`config.mk`:
```
export PLATFORM = sky130hd
export DESIGN_NAME = sort_frame_packer_flat
export DESIGN_NICKNAME = d
export VERILOG_FILES = /design/src/rtl/sort_pkg.sv /design/src/rtl/sort_frame_packer_if.sv /design/src/rtl/latency_pipe.sv /design/src/rtl/sort_frame_packer.sv /design/src/flat_wrapper.sv
export SDC_FILE = /design/constraint.sdc
export NUM_CORES = 1
export LEC_CHECK = 0
export CORE_ASPECT_RATIO = 0.6
export CORE_MARGIN = 2
export CORE_UTILIZATION = 50
export DETAILED_ROUTE_END_ITERATION = 10
export GPL_TIMING_DRIVEN = 0
export PLACE_DENSITY = 0.9
export SLEW_MARGIN = 40
export SYNTH_ARGS = -nofsm -noshare
export SYNTH_HDL_FRONTEND = slang
export SYNTH_SLANG_ARGS = --single-unit
```
`constraint.sdc`:
```
create_clock -name clk -period 1.7 [get_ports clk]
set_input_delay 0.34 -clock clk [delete_from_list [all_inputs] [get_ports clk]]
set_output_delay 0.34 -clock clk [all_outputs]
set_load 0.01 [all_outputs]
```
`src/rtl/sort_pkg.sv`:
```
// Shared definitions for the sorter front end: sort direction, pipeline
// latency of the bitonic sorter and the pad value used to fill short frames.
package sort_pkg;

   typedef enum logic {
      DIR_ASCENDING  = 1'b0,
      DIR_DESCENDING = 1'b1
   } sort_dir_e;

   // Number of compare/exchange stages in a bitonic network of 2**depth inputs.
   function automatic int sort_latency(input int depth);
      return depth * (depth + 1) / 2;
   endfunction

   // Pads must sort behind every real value: the largest value when sorting
   // ascending, the smallest when sorting descending. A shift by 64 wraps to
   // zero, so the subtraction still yields all ones for 64-bit values.
   function automatic logic [63:0] pad_value(input sort_dir_e direction, input int value_bits);
      if (direction == DIR_DESCENDING) begin
         return '0;
      end
      return (64'd1 << value_bits) - 64'd1;
   endfunction

endpackage

```
`src/rtl/sort_frame_packer_if.sv`:
```
// Bundle between the value stream, the frame bus to the sorter and the
// sideband strobe that marks sorted frames on the sorter output.
//
// Handshake: a value transfers on every rising edge where s_valid and s_ready
// are both high. s_data/s_last are only meaningful while s_valid is high and
// must stay stable until the transfer. s_ready does not depend on s_valid.
interface sort_frame_packer_if #(
   parameter int VALUE_BITS = 8,
   parameter int DEPTH      = 1
);
   localparam int SIZE = 1 << DEPTH;

   logic                             s_valid;
   logic                             s_ready;
   logic [VALUE_BITS-1:0]            s_data;
   logic                             s_last;
   logic [SIZE-1:0][VALUE_BITS-1:0]  frame;
   logic                             out_valid;
   logic [DEPTH:0]                   out_count;
   logic                             out_last;

   // Upstream producer / observer of the sideband.
   modport master (
      output s_valid, s_data, s_last,
      input  s_ready, frame, out_valid, out_count, out_last
   );

   // The packer itself.
   modport slave (
      input  s_valid, s_data, s_last,
      output s_ready, frame, out_valid, out_count, out_last
   );
endinterface

```
`src/rtl/latency_pipe.sv`:
```
// Reset-clearable shift register of STAGES words; output is the last stage.
module latency_pipe #(
   parameter int WIDTH  = 1,
   parameter int STAGES = 1
) (
   input  logic             clk,
   input  logic             rst,
   input  logic [WIDTH-1:0] i_d,
   output logic [WIDTH-1:0] o_q
);
   logic [STAGES-1:0][WIDTH-1:0] r_stage;

   // Shift one stage per cycle; reset empties every stage.
   always_ff @(posedge clk) begin
      if (rst) begin
         r_stage <= '0;
      end else begin
         r_stage[0] <= i_d;
         for (int i = 1; i < STAGES; i++) begin
            r_stage[i] <= r_stage[i-1];
         end
      end
   end

   assign o_q = r_stage[STAGES-1];
endmodule

```
`src/rtl/sort_frame_packer.sv`:
```
// Packs a one-value-per-cycle stream into SIZE-wide frames for the bitonic
// sorter and emits a strobe aligned with the sorted result of each frame.
module sort_frame_packer
   import sort_pkg::*;
#(
   parameter int VALUE_BITS   = 8,
   parameter int DEPTH        = 1,
   parameter int DIRECTION    = 0,
   parameter int SIZE         = 1 << DEPTH,
   parameter int SORT_LATENCY = sort_latency(DEPTH)
) (
   input logic                clk,
   input logic                rst,
   sort_frame_packer_if.slave bus
);
   localparam int                    CNT_BITS  = DEPTH + 1;
   localparam sort_dir_e             DIR       = sort_dir_e'(DIRECTION[0]);
   localparam logic [VALUE_BITS-1:0] PAD       = VALUE_BITS'(pad_value(DIR, VALUE_BITS));
   localparam logic [DEPTH-1:0]      LAST_SLOT = DEPTH'(SIZE - 1);

   typedef struct packed {
      logic                valid;
      logic [CNT_BITS-1:0] count;
      logic                last;
   } token_t;

   logic                            r_ready;
   logic [DEPTH-1:0]                r_cnt;
   logic [SIZE-1:0][VALUE_BITS-1:0] r_buf;
   logic [SIZE-1:0][VALUE_BITS-1:0] r_frame;
   logic [SIZE-1:0][VALUE_BITS-1:0] w_frame_next;
   logic                            w_accept;
   logic                            w_close;
   token_t                          w_tok_in;
   token_t                          w_tok_out;

   assign w_accept = bus.s_valid && r_ready;
   assign w_close  = w_accept && (bus.s_last || (r_cnt == LAST_SLOT));

   // Ready is a registered copy of !rst: low in reset and the cycle after.
   always_ff @(posedge clk) begin
      r_ready <= !rst;
   end

   // Fill counter: advances per accepted value, wraps to 0 on every close.
   always_ff @(posedge clk) begin
      if (rst) begin
         r_cnt <= '0;
      end else if (w_close) begin
         r_cnt <= '0;
      end else if (w_accept) begin
         r_cnt <= r_cnt + DEPTH'(1);
      end
   end

   // Fill buffer holds data only; a stale slot is never read past r_cnt.
   always_ff @(posedge clk) begin
      if (w_accept) begin
         r_buf[r_cnt] <= bus.s_data;
      end
   end

   // Closing frame: buffered values below r_cnt, the incoming value at r_cnt, pads above.
   always_comb begin
      w_frame_next = '0;
      for (int i = 0; i < SIZE; i++) begin
         if (DEPTH'(i) < r_cnt) begin
            w_frame_next[i] = r_buf[i];
         end else if (DEPTH'(i) == r_cnt) begin
            w_frame_next[i] = bus.s_data;
         end else begin
            w_frame_next[i] = PAD;
         end
      end
   end

   // Frame register holds its contents between closes so filling can overlap sorting.
   always_ff @(posedge clk) begin
      if (rst) begin
         r_frame <= '0;
      end else if (w_close) begin
         r_frame <= w_frame_next;
      end
   end

   // Token for the closing frame; an all-zero bubble when nothing closes.
   always_comb begin
      w_tok_in = '0;
      if (w_close) begin
         w_tok_in.valid = 1'b1;
         w_tok_in.count = {1'b0, r_cnt} + CNT_BITS'(1);
         w_tok_in.last  = bus.s_last;
      end
   end

   // One extra stage covers the edge at which the sorter captures the frame.
   latency_pipe #(
      .WIDTH  ($bits(token_t)),
      .STAGES (SORT_LATENCY + 1)
   ) u_pipe (
      .clk (clk),
      .rst (rst),
      .i_d (w_tok_in),
      .o_q (w_tok_out)
   );

   assign bus.s_ready   = r_ready;
   assign bus.frame     = r_frame;
   assign bus.out_valid = w_tok_out.valid;
   assign bus.out_count = w_tok_out.count;
   assign bus.out_last  = w_tok_out.last;
endmodule

```
`src/flat_wrapper.sv`:
```
// flat-port wrapper written by rule: the top's interface ports become plain ports
module sort_frame_packer_flat import sort_pkg::*;
#(
   parameter int VALUE_BITS   = 8,
   parameter int DEPTH        = 1,
   parameter int DIRECTION    = 0,
   parameter int SIZE         = 1 << DEPTH,
   parameter int SORT_LATENCY = sort_latency(DEPTH)
)
  (clk, rst, bus_s_valid, bus_s_data, bus_s_last, bus_s_ready, bus_frame, bus_out_valid, bus_out_count, bus_out_last);
  sort_frame_packer_if #(.VALUE_BITS(VALUE_BITS), .DEPTH(DEPTH)) bus_i ();
  input logic clk;
  input logic rst;
  input wire logic [$bits(bus_i.s_valid)-1:0] bus_s_valid;
  input wire logic [$bits(bus_i.s_data)-1:0] bus_s_data;
  input wire logic [$bits(bus_i.s_last)-1:0] bus_s_last;
  output wire logic [$bits(bus_i.s_ready)-1:0] bus_s_ready;
  output wire logic [$bits(bus_i.frame)-1:0] bus_frame;
  output wire logic [$bits(bus_i.out_valid)-1:0] bus_out_valid;
  output wire logic [$bits(bus_i.out_count)-1:0] bus_out_count;
  output wire logic [$bits(bus_i.out_last)-1:0] bus_out_last;
  assign bus_i.s_valid = bus_s_valid;
  assign bus_i.s_data = bus_s_data;
  assign bus_i.s_last = bus_s_last;
  assign bus_s_ready = bus_i.s_ready;
  assign bus_frame = bus_i.frame;
  assign bus_out_valid = bus_i.out_valid;
  assign bus_out_count = bus_i.out_count;
  assign bus_out_last = bus_i.out_last;
  sort_frame_packer #(.VALUE_BITS(VALUE_BITS), .DEPTH(DEPTH), .DIRECTION(DIRECTION), .SIZE(SIZE), .SORT_LATENCY(SORT_LATENCY)) u_core (.clk(clk), .rst(rst), .bus(bus_i));
endmodule
```
==> results by group <==
Yosys
  – Synth Area in Adders: 0%
  – Cells after synthesis: 88
  – Synthesized Nets: 100
  – Synthesis-stage register bit count: 34
  – Complex-gate fraction of the synthesized area: 14.9%
  – Seq/Total Area, Yosys: approximately 60%
  – Mux cell area share after synthesis: 8.19%
  – Post-Synth XOR/XNOR Area: 0%
  – Yosys warning count: 0
  – Simple-Gate Fraction of Synth Area: 9.91%
  – Syn_area_per_cell: ~14 µm²
  – Cell Area, Synth: 1240 µm²
  – Combinational family with the most area after synthesis: compound AO/OA/AOI/OAI gates
  – Synth unique cells: 22

Timing
  – Fin crit share: 95.9%
  – # setup viols final: 0
  – Min Tclk post-route: ~1.6 ns
  – Worst path setup slack after routing: just under 0.07 ns
  – Achievable frequency: 0.613 GHz
  – Slew @ Worst Pin: 0.254 ns
  – RSZ-0062 raised after global routing: false
  – Pins Over Slew Limit: 0
  – Slew HR: between 80% and 90%
  – Endpoints failing hold: 0
  – Clock Skews: 0.00749 ns
  – Final hold slack: 0.282 ns

Critical path
  – CP max-delay cell: clkdlybuf4s50_1
  – CP Buf/Inv Count: 1
  – R2R cell count: 4
  – Critical Path Start Type: flop
  – R2r endpoint: u_core.bus.frame[6]$_SDFFE_PP0P_
  – CP delay by family, top: buffers and inverters
  – Crit Reg-Reg Startpoint: u_core.bus.s_ready$_DFF_P_
  – Crit-path cells: clkdlybuf4s50_1
  – Crit-path max FO: 5
  – Worst reg2reg setup slack: 0.43 ns
  – Req. time, crit path: around 1.4 ns
  – CP Capture Type: output pin
  – Setup CP Type: reg -> out
  – Max stage delay on crit path: 0.58 ns
  – CP arrival: 1.29 ns

GRT
  – Global Route Usage Sum: 19.8%
  – Initial antenna violation count: 0
  – Vias in the first global route: 878
  – Global route total overflow: 0
  – Pin count of the biggest net entering global routing: 11
  – First-pass GRT wire length: 4.01 mm

Clocking
  – Hold_buf cts: 0
  – Post-CTS setup buffer count: 0
  – Clk_lat worst skew: 0.29 ns
  – Number of H-tree levels: 2
  – Total CTS buffers: 5
  – Clock slew at reported path FFs: about 0.06 ns
  – Clock sinks: 34
  – Root buffer cell: clkbuf_8
  – CTS resizes: 0
  – CTS tree: yes
  – CTS Buffer Depth: 2

Cells and area
  – Fillcell total: 155
  – Ratio of cells with drive above 1 in the final layout: around 25%
  – Most frequent cells in the layout: 31 x clkdlybuf4s50_1, 26 x dfxtp_1, 9 x a22o_1
  – Footprint of the multi-input gates: 408 µm²
  – ANT cells: 0
  – Nets: 138
  – Area delta synth->final: 35.5%
  – Most common cell after layout, fill and taps aside: clkdlybuf4s50_1
  – Reg area: 761 µm²

Detailed routing
  – Initial DRT Pass Iterations: 4
  – Wirelength, routed: 2.47 mm
  – Avg WL per Cell: 15.7 µm
  – DR vias: around 820
  – Routed Antenna Nets: 0
  – DRT iter0 DRCs: 13
  – DR vias/cell: between 5 and 6
  – Remaining DRCs: 0

Run status
  – Outcome: finished, final reports clean

Floorplan
  – Die ar.: around 2900 µm²
  – Die height: ~43 µm
  – Number of I/O pins: 33
  – Area of the core: 2240 µm²
  – Rows: 13
  – Initial Utilization: 55.1%
  – Die W: approximately 68 µm

Placed design
  – Placer Congestion: ~0.72
  – Port Buf Inserts: 31
  – Post-DP HPWL: 1.72 mm
  – Place WS: -0.0480 ns

Power
  – Worst vdd ir: 0.790 mV
  – PD cells: 1000 nW/µm²
  – Leak Pwr: around 0.65 nW

Flow run
  – Max Cap Violations: 0

Worst hold path
  – Worst hold stages: 2
  – Hold WC Path Type: in -> reg
  – Hold Path End: u_core.u_pipe.o_q[0]$_SDFF_PP0_
  – Hold path start: rst
==> where the power goes <==
part | internal [W] | total, W | switching [W]
logic | 0.000115 | 0.000198 | 0.0000830
clock network | 0.000326 | 0.000601 | 0.000275
registers | 0.000867 | 0.000885 | 0.0000179
total | 0.00131 | 0.00168 | 0.000376
==> Yosys cell counts, drive strengths merged <==
| master | n | area (µm²) |
|---|---|---|
| and2 | 1 | 7.51 |
| o211a | 1 | 10.0 |
| nor2b | 4 | 25.0 |
| nor3 | 1 | 5.00 |
| dfxtp | 26 | 521 |
| mux2 | 8 | 101 |
| a22o | 15 | 139 |
| nor2 | 4 | 30.0 |
| o21a | 1 | 7.51 |
| edfxtp | 8 | 240 |
| o211ai | 1 | 21.3 |
| inv | 1 | 3.75 |
| nand2b | 7 | 43.8 |
| o22ai | 1 | 6.26 |
| and3 | 1 | 6.26 |
| nand3 | 1 | 5.00 |
| buf | 7 | 65.1 |
==> layer usage <==
| metal | GRT usage, % | routed length, µm |
|---|---|---|
| met1 | 24.4 | 1150 |
| met2 | 28.5 | 1090 |
| met3 | 9.68 | 159 |
| met4 | 10.0 | 80 |
| met5 | 0 | 0 |
==> area by class of cell <==
type,count,share of cell area [%]
inverter,1,0.224
buffer,7,3.88
multi-input combinational,46,24.3
clock inverter,1,0.299
timing repair buffer,31,18.5
tap,30,2.24
clock buffer,7,5.15
sequential,34,45.4
==> through the flow <==
| stage | instance area [µm²] | setup TNS (ns) | util (%) | cells | power (W) |
|---|---|---|---|---|---|
| 2_1_floorplan | 1240 | 0 | - | 88 | 0.00100 |
| 3_3_place_gp | 1590 | 0 | 70.6 | 149 | 0.00109 |
| 3_5_place_dp | 1590 | -0.228 | 70.6 | 149 | 0.00110 |
| 4_1_cts | 1680 | 0 | 74.7 | 157 | 0.00170 |
| 5_1_grt | 1680 | 0 | 74.7 | 157 | 0.00174 |
| 6_report | 1680 | 0 | 74.7 | 157 | 0.00168 |
==> kinds of logic (layout without fill, tap and decap cells) <==
group	after synthesis	after routing
muxes	8	8
and+or+nand+nor	19	19
buffers and inverters	8	47
DFF	34	34
AOI/OAI and AO/OA	19	19
==> how the worst max path moves through the flow <==
stage / depth (start not counted) / endpoint / slack (ns) / start
floorplan: 4 / u_core.bus.frame[10]$_SDFFE_PP0P_ / 0.52 / u_core.bus.s_ready$_DFF_P_
global placement: 5 / u_core.bus.frame[0]$_SDFFE_PP0P_ / 0.001 / bus_s_valid
detailed placement: 5 / u_core.bus.frame[6]$_SDFFE_PP0P_ / -0.05 / bus_s_valid
CTS: 1 / bus_s_ready / 0.06 / u_core.bus.s_ready$_DFF_P_
global route: 1 / bus_s_ready / 0.03 / u_core.bus.s_ready$_DFF_P_
finish: 1 / bus_s_ready / 0.07 / u_core.bus.s_ready$_DFF_P_
==> registers in the layout, summed over array words and instances (netlist names) <==
| register | count |
|---|---|
| u_core.bus.frame | 16 |
| u_core.bus.s_ready | 1 |
| u_core.u_pipe.r_stage | 4 |
| u_core.r_cnt | 1 |
| u_core.r_buf | 8 |
| u_core.u_pipe.o_q | 4 |
Power figures use the tool's default switching activity.
